## src/rtl/pipe_hazard_ctrl.sv

```systemverilog
// Pipeline sequencing controller: arbitrates memory wait-states, taken branches
// and RAW/load-use hazards into freeze/flush controls, with performance counters.
module pipe_hazard_ctrl #(
    parameter int CNT_W   = 16,
    parameter int TIMEOUT = 255
) (
    input  logic             clk,
    input  logic             rst,
    input  logic             id_valid,
    input  logic [3:0]       id_src1,
    input  logic [3:0]       id_src2,
    input  logic             id_two_src,
    input  logic             exe_wb_en,
    input  logic             exe_mem_r_en,
    input  logic [3:0]       exe_dest,
    input  logic             mem_wb_en,
    input  logic [3:0]       mem_dest,
    input  logic             forward_en,
    input  logic             branch_taken,
    input  logic             mem_req,
    input  logic             mem_ready,
    output logic             freeze_pc,
    output logic             freeze_if_id,
    output logic             flush_if_id,
    output logic             flush_id_ex,
    output logic             freeze_ex_mem,
    output logic             bubble_wb,
    output logic             in_mem_wait,
    output logic             mem_err,
    output logic [CNT_W-1:0] stall_cnt,
    output logic [CNT_W-1:0] flush_cnt,
    output logic [CNT_W-1:0] wait_cnt
);

    typedef enum logic {RUN, MEM_WAIT} state_t;

    localparam logic [7:0] TMO_LIM = 8'(TIMEOUT);

    state_t           state_q, state_d;
    logic [7:0]       tmo_q, tmo_d;
    logic             mem_err_q, mem_err_d;
    logic [CNT_W-1:0] stall_cnt_q, stall_cnt_d;
    logic [CNT_W-1:0] flush_cnt_q, flush_cnt_d;
    logic [CNT_W-1:0] wait_cnt_q, wait_cnt_d;

    logic m1, m2, raw_mem, hazard;

    function automatic logic [CNT_W-1:0] sat_inc_cnt(input logic [CNT_W-1:0] v);
        return (&v) ? v : v + CNT_W'(1);
    endfunction

    function automatic logic [7:0] sat_inc_tmo(input logic [7:0] v);
        return (&v) ? v : v + 8'd1;
    endfunction

    always_comb begin
        m1      = exe_wb_en & (exe_dest == id_src1);
        m2      = id_two_src & exe_wb_en & (exe_dest == id_src2);
        raw_mem = (mem_wb_en & (mem_dest == id_src1)) |
                  (id_two_src & mem_wb_en & (mem_dest == id_src2));
        if (forward_en)
            hazard = id_valid & exe_mem_r_en & (m1 | m2);
        else
            hazard = id_valid & (m1 | m2 | raw_mem);
    end

    always_comb begin
        state_d       = state_q;
        tmo_d         = tmo_q;
        mem_err_d     = mem_err_q;
        stall_cnt_d   = stall_cnt_q;
        flush_cnt_d   = flush_cnt_q;
        wait_cnt_d    = wait_cnt_q;
        freeze_pc     = 1'b0;
        freeze_if_id  = 1'b0;
        flush_if_id   = 1'b0;
        flush_id_ex   = 1'b0;
        freeze_ex_mem = 1'b0;
        bubble_wb     = 1'b0;
        in_mem_wait   = 1'b0;

        case (state_q)
            RUN: begin
                if (mem_req && !mem_ready) begin
                    freeze_pc     = 1'b1;
                    freeze_if_id  = 1'b1;
                    freeze_ex_mem = 1'b1;
                    bubble_wb     = 1'b1;
                    state_d       = MEM_WAIT;
                    tmo_d         = 8'd1;
                end else if (branch_taken) begin
                    // The ID instruction is squashed, so its hazard no longer matters.
                    flush_if_id = 1'b1;
                    flush_id_ex = 1'b1;
                    flush_cnt_d = sat_inc_cnt(flush_cnt_q);
                end else if (hazard) begin
                    freeze_pc    = 1'b1;
                    freeze_if_id = 1'b1;
                    flush_id_ex  = 1'b1;
                    stall_cnt_d  = sat_inc_cnt(stall_cnt_q);
                end
            end
            MEM_WAIT: begin
                in_mem_wait   = 1'b1;
                freeze_pc     = 1'b1;
                freeze_if_id  = 1'b1;
                freeze_ex_mem = 1'b1;
                bubble_wb     = 1'b1;
                wait_cnt_d    = sat_inc_cnt(wait_cnt_q);
                // A dropped request is treated as completion.
                if (mem_ready || !mem_req) begin
                    state_d = RUN;
                    tmo_d   = 8'd0;
                end else begin
                    tmo_d = sat_inc_tmo(tmo_q);
                    if (tmo_q >= TMO_LIM)
                        mem_err_d = 1'b1;
                end
            end
            default: state_d = RUN;
        endcase

        if (rst) begin
            freeze_pc     = 1'b0;
            freeze_if_id  = 1'b0;
            flush_if_id   = 1'b0;
            flush_id_ex   = 1'b0;
            freeze_ex_mem = 1'b0;
            bubble_wb     = 1'b0;
            in_mem_wait   = 1'b0;
        end
    end

    always_ff @(posedge clk) begin
        if (rst) begin
            state_q     <= RUN;
            tmo_q       <= 8'd0;
            mem_err_q   <= 1'b0;
            stall_cnt_q <= '0;
            flush_cnt_q <= '0;
            wait_cnt_q  <= '0;
        end else begin
            state_q     <= state_d;
            tmo_q       <= tmo_d;
            mem_err_q   <= mem_err_d;
            stall_cnt_q <= stall_cnt_d;
            flush_cnt_q <= flush_cnt_d;
            wait_cnt_q  <= wait_cnt_d;
        end
    end

    assign mem_err   = mem_err_q;
    assign stall_cnt = stall_cnt_q;
    assign flush_cnt = flush_cnt_q;
    assign wait_cnt  = wait_cnt_q;

endmodule

```

## config.mk

```make
export PLATFORM = sky130hd
export DESIGN_NAME = pipe_hazard_ctrl
export DESIGN_NICKNAME = d
export VERILOG_FILES = /design/src/rtl/pipe_hazard_ctrl.sv
export SDC_FILE = /design/constraint.sdc
export NUM_CORES = 1
export LEC_CHECK = 0
export CORE_ASPECT_RATIO = 1.5
export CORE_UTILIZATION = 52
export CTS_CLUSTER_DIAMETER = 30
export CTS_CLUSTER_SIZE = 16
export DETAILED_ROUTE_END_ITERATION = 7
export GPL_TIMING_DRIVEN = 0
export MAX_ROUTING_LAYER = met4
export PLACE_DENSITY = 0.85
export RECOVER_POWER = 100
export SLEW_MARGIN = 30
export SYNTH_ARGS = -nofsm -noshare
export SYNTH_HDL_FRONTEND = slang
export SYNTH_SLANG_ARGS = --single-unit
```

## constraint.sdc

```tcl
create_clock -name clk -period 6.19 [get_ports clk]
set_clock_uncertainty 0.1 [all_clocks]
set_input_delay 1.238 -clock clk [delete_from_list [all_inputs] [get_ports clk]]
set_output_delay 1.238 -clock clk [all_outputs]
set_load 0.01 [all_outputs]
```

After elaboration in Yosys (flattened, before gate mapping)
Cells that the tools add are included.

word-level totals
  flip-flop bits (word level) = 58

cells by class
  $add $sub $neg = 4
  $lt $le $gt $ge = 1
  equality and inequality tests = 6
  mux-type cells = 25
  bitwise gates (word level) = 19
  reductions and logical operators = 13

operators by type and width
  kind                                                             number
  16-bit by 1-bit adder with 16-bit output, second input constant  3
  16-bit AND reduction                                             3
  8-bit 2-to-1 mux                                                 3
  1-bit 2-to-1 mux                                                 18
  4-bit equality test                                              4
  8-bit case mux with 2 select lines                               1
  1-bit AND                                                        9
  8-bit by 1-bit adder with 8-bit output, second input constant    1
  8-bit greater-or-equal comparator, second input constant         1
  8-bit AND reduction                                              1
  1-bit NOT                                                        7
  1-bit case mux with 2 select lines                               3
  5-bit AND reduction                                              1
  2-bit AND reduction                                              2
  4-bit AND reduction                                              1
  3-bit != test, second input constant                             1
  1-bit bitwise OR                                                 3
  3-bit AND reduction                                              1
  1-bit zero test                                                  2
  2-bit != test, second input constant                             1
  1-bit logical AND                                                1
  1-bit logical OR                                                 1

Logic depth before layout (Yosys ltp)
Gate-level depths: netlist of run 1.

  word-level depth = 11
  gate-level depth with buffers = 9
  gate-level depth less buffers = 7

Least setup slack after synthesis of run 1
OpenSTA, ideal clock, no wires.

  path kind = input to output
  from = in id_src2[3]
  to = out freeze_pc
  arrival time = 2.702 ns
  setup slack = 2.150 ns
  stages on the path = 9
  path buffers = 3
  cells stage by stage = xnor2_1 -> nand3_1 -> o32ai_2 -> o21ai_2 -> buf_6 -> buf_4 -> o21a_1 -> nor2_1 -> buf_4

on the way
  word-level cells in the longest chain between the ends = 11

ends and longest elaborated chain
  element                                 RTL line    source
  from (decl)                             11          input logic [3:0] id_src2,
  4-bit equality test (on tied branches)  58, 60
  1-bit AND (on tied branches)            58, 60
  1-bit bitwise OR (on tied branches)     62, 64, 59
  1-bit bitwise OR                        64          hazard = id_valid & (m1 | m2 | raw_mem);
  1-bit AND                               64
  1-bit 2-to-1 mux *                      61          if (forward_en)
  1-bit 2-to-1 mux * (3 in a row)         -
  1-bit case mux with 2 select lines *    -
  1-bit 2-to-1 mux *                      -
  to (decl)                               22          output logic freeze_pc,

Every way passes the cells marked *; elsewhere a longest branch is shown, timed or not.

Final worst setup path of run 1
  from = in id_src2[0]
  to = out freeze_pc

on the way
  word-level cells in the longest chain between the ends = 11

ends and longest elaborated chain
  element                                 RTL line    source
  4-bit equality test (on tied branches)  58, 60
  1-bit AND (on tied branches)            58, 60
  1-bit bitwise OR (on tied branches)     62, 64, 59
  1-bit bitwise OR                        64
  1-bit AND                               64
  1-bit 2-to-1 mux *                      61
  1-bit 2-to-1 mux *                      96          end else if (hazard) begin
  1-bit 2-to-1 mux *                      91          end else if (branch_taken) begin
  1-bit 2-to-1 mux *                      84          if (mem_req && !mem_ready) begin
  1-bit case mux with 2 select lines *    82          case (state_q)
  1-bit 2-to-1 mux *                      123         if (rst) begin

Marks and branches as above.

==> summary.txt, run 1 <==
Final setup violation count = 0
Worst R2R Start = stall_cnt[7]$_SDFFE_PP0P_
All-Layer GR Usage = 28.1%
TritonCTS clock tree = yes
Core area = 5570 um2
Register Area = 1160 um2
Worst r2r dst = stall_cnt[0]$_SDFFE_PP0P_
FILL cells = 440
Sequential fraction of the synthesis area = 38.1%
Post-Syn Area = 3050 um2
Mapped Cells = 363
Wl on met1 = 3100 um
R2R depth = 7
Final Util = 74.3%
Most common cell after layout, fill and taps aside = dfxtp_1
DP HPWL = 6010 um
Uppermost layer routed = met4
Seq cells post-synth = 58
Final Max Slew Viols = 0
Fmax = 0.183 GHz
Die H = 95.7 um
Worst EP required = 4.85 ns
RSZ-0062 raised after global routing = no
Pwr dens = 203 nW/um2
Mean Syn Cell Area = 8.39 um2
Worst skew pair latency = 0.34 ns
Setup_tns = 0 ns
FFs w/ async S/R, synth = 0%
Final hold vios = 0
Fin nets = 486
Leakage = 1.54 nW
Antenna cells = 0
Pre-antenna DRT Iters = 4
Slew margin rel. = 52.5%
Max Buffers Root-to-Sink = 2
Post-cts resize count = 0
Final min period = 5.45 ns
Mapped Nets = 394
Buffers and inverters on the worst path = 5
Die ar. = 6180 um2
Syn-to-layout area delta = 35.9%
Warning count from the yosys run = 0
Max-Cap Viols = 0
Clock transition at path regs = 0.06 ns
Dominant synthesized flop cell = dfxtp_1
Kind of cell adding the most delay to the critical path = buffers and inverters
Initial core utilization = 54.7%
WL met3 = 459 um
Gp weighted congestion = 0.863
Worst vdd ir = 0.000253 V
Vias in the first global route = 2973
Most frequent cells in the layout = 58 x dfxtp_1, 56 x dlygate4sd3_1, 53 x nor2_1
Synth unique cells = 51
Multi-input gate area = 1740 um2
Crit path DAT = 4.12 ns
Vias per inst = 5.73
Max stage delay cell, worst path = clkdlybuf4s50_1
Worst-path cell chain = clkdlybuf4s50_1, xnor2_1, nand3_1, o32ai_1, o21ai_0, clkbuf_1, buf_4, o21a_1, nor2_1, buf_4, clkdlybuf4s50_1
Pin count of the biggest net entering global routing = 11
# rows = 33
Root buf cell = clkbuf_8
Final worst path period share = 88.1%
Io pins = 83
Antenna violations before repair = 0
WHS Path Cells = 2
R2R setup slack = 3.74 ns
Type of the worst setup path = primary input to output port
Status = finished, final reports clean
Routed vias = 3038
Number of synthesized flops with an enable pin = 0
Share of layout cells above drive strength 1 = 6.74%
Critical path capture point type = output port
Routed wl met2 = 4380 um
Clk sink count = 58
Pre-CTS setup slack = 1.05 ns
First-pass GRT wire length = 13000 um
CP peak stage delay = 0.53 ns
Worst min path class = register to register
Total CTS buffers = 9
DR WL/cell = 15.3 um
IO buf count = 81
Startpoint Class = primary input
Die width = 64.5 um
Final worst-path setup slack = 0.735 ns
CP Max Fanout = 10
Final WL = 8090 um
Endpoint, Worst Hold = mem_err$_SDFFE_PP0P_
H-tree Lvls = 3
Gr ovfl total = 0
ANT nets after route = 0
Postcts setup bufs = 0
Post-route DRC = 0
Worst Tran Pin Value = 0.709 ns
Initial DRC Count = 169
Hold Crit Start = mem_err$_SDFFE_PP0P_
Post-CTS Hold Buffers = 0
-- through the flow --
stage	total power, mW	cells	instance area, um2	hold slack, ns
floorplan	0.425	363	3050	0.362
global placement	0.462	514	3950	0.361
detailed placement	0.464	514	3950	0.370
CTS	0.848	530	4160	0.393
global route	0.869	530	4140	0.409
finish	0.840	530	4140	0.390
-- worst register-to-register path, stage by stage (launching register included) --
cell	delay (ns)
dfxtp_1	0.43
nand4_1	0.33
nor4_1	0.45
or2_2	0.18
clkbuf_1	0.26
buf_4	0.24
nor2_1	0.08
mux2_2	0.29
-- registers in the layout (all words and copies together) (netlist names) --
| name | flops |
|---|---|
| flush_cnt | 16 |
| mem_err | 1 |
| stall_cnt | 16 |
| state_q | 1 |
| tmo_q | 8 |
| wait_cnt | 16 |
-- cells by family (layout without fill, tap and decap cells) --
| kind of cell | count (synthesis) | in the layout | synth area share [%] |
|---|---|---|---|
| flops | 58 | 58 | 38.1 |
| buf+inv | 28 | 125 | 4.44 |
| simple gates | 161 | 161 | 27.6 |
| compound gates | 61 | 61 | 13.3 |
| fa+ha+maj | 4 | 4 | 1.64 |
| xor+xnor | 46 | 46 | 13.2 |
| mux | 5 | 5 | 1.72 |
-- where the power goes --
group	switching, mW	internal [mW]	total (mW)
clock	0.150	0.236	0.387
combinational	0.0373	0.0366	0.0739
sequential	0.00354	0.376	0.379
-- area by class of cell --
type                    instances  area share [%]
well taps                      70            2.12
clock buffers                  11            3.42
multi-input cells             277            42.0
clock inverters                 5            1.87
inverters                      14            1.27
repair buffers                 81            19.6
flip-flops and latches         58            28.1
plain buffers                  14            1.66
-- synthesized netlist by cell type, types with 3 or more instances --
| cell | count | area share (%) |
|---|---|---|
| o21ai_0 | 12 | 2.0 |
| mux2i_1 | 3 | 0.99 |
| xnor2_1 | 30 | 8.6 |
| nor3_1 | 8 | 1.3 |
| a21oi_1 | 19 | 3.1 |
| a31oi_1 | 3 | 0.62 |
| nand4_1 | 17 | 3.5 |
| nor2_1 | 53 | 6.5 |
| and4_1 | 5 | 1.4 |
| and3_1 | 4 | 0.82 |
| nand3_1 | 22 | 3.6 |
| dfxtp_1 | 58 | 38 |
| clkbuf_1 | 5 | 0.62 |
| or3_1 | 6 | 1.2 |
| inv_1 | 13 | 1.6 |
| nand2b_1 | 3 | 0.62 |
| nand2_1 | 16 | 2.0 |
| or4_1 | 9 | 2.2 |
| buf_4 | 5 | 1.2 |
| nor4_1 | 4 | 0.82 |
| o211ai_1 | 3 | 0.74 |
| ha_1 | 4 | 1.6 |
| o31ai_1 | 9 | 2.2 |
| nor2b_1 | 4 | 0.82 |
| xor2_1 | 16 | 4.6 |
-- per-layer routing --
metal | track usage (%) | up-vias
li1 | - | 1494
met1 | 27.3 | 1428
met2 | 51.9 | 101
met3 | 6.99 | 15
met4 | 13.1 | 0
met5 | - | -
-- worst max path at each step --
stage          cells after the start        start  slack (ns)        end
4_1_cts                           11   id_src2[0]        1.02  freeze_pc
6_report                          11   id_src2[0]        0.74  freeze_pc
2_1_floorplan                      9   id_src2[3]        2.15  freeze_pc
5_1_grt                           11   id_src2[0]        0.48  freeze_pc
3_5_place_dp                      11   id_src2[0]        1.05  freeze_pc
3_3_place_gp                      11  mem_dest[0]        1.10  freeze_pc
Power figures use the tool's default switching activity.
==> inputs of run 2 (changes only) <==
- SLEW_MARGIN: 30 -> default
==> results of run 2 <==
The final DEF is identical to that of run 1; final timing and power are the same.
==> inputs of run 3 (changes only) <==
- CORE_UTILIZATION: 52 -> 43
- CTS_BUF_LIST: default -> sky130_fd_sc_hd__clkbuf_8
- PLACE_DENSITY: 0.85 -> 0.73
- REMOVE_ABC_BUFFERS: default -> 1
==> run 3 against run 2 <==
- the run now ends with design-rule violations left
- sequential cell count unchanged
- first-iteration DRC count decreased by 20%
- sequential power about the same
- critical path type unchanged
- combinational power decreased by 8.8%
- worst setup slack improved by 0.023 ns
- highest routed layer unchanged
- power decreased by 0.98%
- global-route usage decreased by 8.2 points
- die area increased by 20%
- fmax increased by 0.42%
- largest cell class unchanged
==> summary.txt, run 3 (synthesis results as in run 1) <==
Status = finished, violations left
Failing checks = design-rule violations
Fin nets = 474
Antenna cells = 0
Setup_tns = 0 ns
All-Layer GR Usage = 20.0%
Final Util = 59.8%
Gp weighted congestion = 0.782
Final Max Slew Viols = 0
R2R setup slack = 3.97 ns
Pre-CTS setup slack = 1.27 ns
Most common cell after layout, fill and taps aside = dfxtp_1
Kind of cell adding the most delay to the critical path = compound AO/OA/AOI/OAI gates
IO buf count = 82
Int Power = 0.644 mW
Share of layout cells above drive strength 1 = 6.03%
Postcts setup bufs = 0
Worst r2r dst = stall_cnt[14]$_SDFFE_PP0P_
Final WL = 6930 um
Fmax = 0.184 GHz
Worst min path class = register to register
Initial core utilization = 44.5%
Die width = 70.7 um
Worst-path cell chain = clkdlybuf4s50_1, xor2_1, o32ai_2, o21ai_1, o21a_1, nor2_1, dlygate4sd3_1
Post-route DRC = 14
Gr ovfl total = 0
Startpoint Class = primary input
Clock transition at path regs = 0.06 ns
Syn-to-layout area delta = 34.4%
Final min period = 5.43 ns
Total CTS buffers = 9
Post-cts resize count = 0
Vias per inst = 5.47
Core area = 6850 um2
Crit path DAT = 4.09 ns
Worst R2R Start = stall_cnt[0]$_SDFFE_PP0P_
Root buf cell = clkbuf_8
H-tree Lvls = 3
Max-Cap Viols = 0
Pin count of the biggest net entering global routing = 35
Hold Crit Start = mem_err$_SDFFE_PP0P_
Final hold vios = 0
Post-CTS Hold Buffers = 0
R2R depth = 5
Most frequent cells in the layout = 58 x dfxtp_1, 56 x dlygate4sd3_1, 53 x nor2_1
Max stage delay cell, worst path = o21ai_1
DR WL/cell = 13.2 um
Wl on met1 = 2840 um
Seq pwr share = 45.7%
TritonCTS clock tree = yes
Worst vdd ir = 0.000172 V
Final setup violation count = 0
NetSw = 0.187 mW
First-pass GRT wire length = 11500 um
WHS = 0.365 ns
Uppermost layer routed = met4
DP HPWL = 5160 um
# rows = 37
Routed vias = 2877
CP peak stage delay = 1.11 ns
Final worst path period share = 87.8%
Buffers and inverters on the worst path = 2
WHS Path Cells = 2
Type of the worst setup path = primary input to output port
Worst Tran Pin Value = 1.44 ns
ANT nets after route = 0
Multi-input gate area = 1750 um2
Final worst-path setup slack = 0.758 ns
Worst skew pair latency = 0.33 ns
Pre-antenna DRT Iters = 6
Register Area = 1160 um2
Leakage = 1.51 nW
Cell Count, Final, Fillers Out = 526
Clock power frac = 46.2%
Power share of the combinational group = 8.1%
Sw Share = 22.5%
Slew margin rel. = 3.27%
Vias in the first global route = 2634
Antenna violations before repair = 0
Initial DRC Count = 135
RSZ-0062 raised after global routing = no
WL met3 = 401 um
Endpoint, Worst Hold = mem_err$_SDFFE_PP0P_
Clk sink count = 58
Pwr dens = 203 nW/um2
CP Max Fanout = 23
Dpl cells = 510
Io pins = 83
Critical path capture point type = output port
Max Buffers Root-to-Sink = 2
Worst EP required = 4.85 ns
Die ar. = 7430 um2
Routed wl met2 = 3590 um
FILL cells = 612
Die H = 105 um
run 3: changes by cell type in the layout (fill, tap and decap cells not counted), sizes merged:
cell,change
inv,+1
buf,-5
clkbuf,-8
run 3: power by group through the flow:
stage | Combinational [mW] | Sequential [mW] | Clock [mW]
6_report | 0.0674 | 0.380 | 0.384
3_3_place_gp | 0.0687 | 0.388 | 0
4_1_cts | 0.0713 | 0.380 | 0.393
3_5_place_dp | 0.0711 | 0.388 | 0
5_1_grt | 0.0731 | 0.380 | 0.410
2_1_floorplan | 0.0289 | 0.388 | 0
run 3: per-stage QoR:
step	area (um2)	total power, mW
after floorplan	2960	0.417
after detailed placement	3900	0.459
after CTS	4120	0.844
after global placement	3880	0.457
after global routing	4100	0.863
final	4100	0.832
run 3: routing by layer:
| layer | vias up | GRT usage, % |
|---|---|---|
| met3 | 8 | 5.98 |
| met5 | - | - |
| met2 | 73 | 33.9 |
| li1 | 1463 | - |
| met4 | 0 | 8.57 |
| met1 | 1333 | 21.3 |
run 3: tightest hold or removal path, stage by stage (launching register included):
cell and delay, ns:
dfxtp_1 0.32, a31oi_1 0.04, nor2_1 0.07
run 3: how the worst max path moves through the flow:
stage / start / endpoint / slack (ns) / cells after the start
CTS: mem_dest[1] / freeze_pc / 1.26 / 8
global route: mem_dest[2] / freeze_if_id / 0.56 / 7
global placement: rst / flush_id_ex / 0.81 / 3
finish: mem_dest[2] / freeze_pc / 0.76 / 7
floorplan: id_src2[3] / freeze_if_id / 2.36 / 6
detailed placement: mem_dest[1] / freeze_pc / 1.27 / 8
run 3: final cells by class:
| type | instances | area share, % |
|---|---|---|
| well taps | 78 | 2.38 |
| inverters | 14 | 1.28 |
| multi-input cells | 277 | 42.7 |
| clock inverters | 6 | 1.99 |
| repair buffers | 83 | 20.0 |
| clock buffers | 10 | 3.36 |
| flip-flops and latches | 58 | 28.4 |
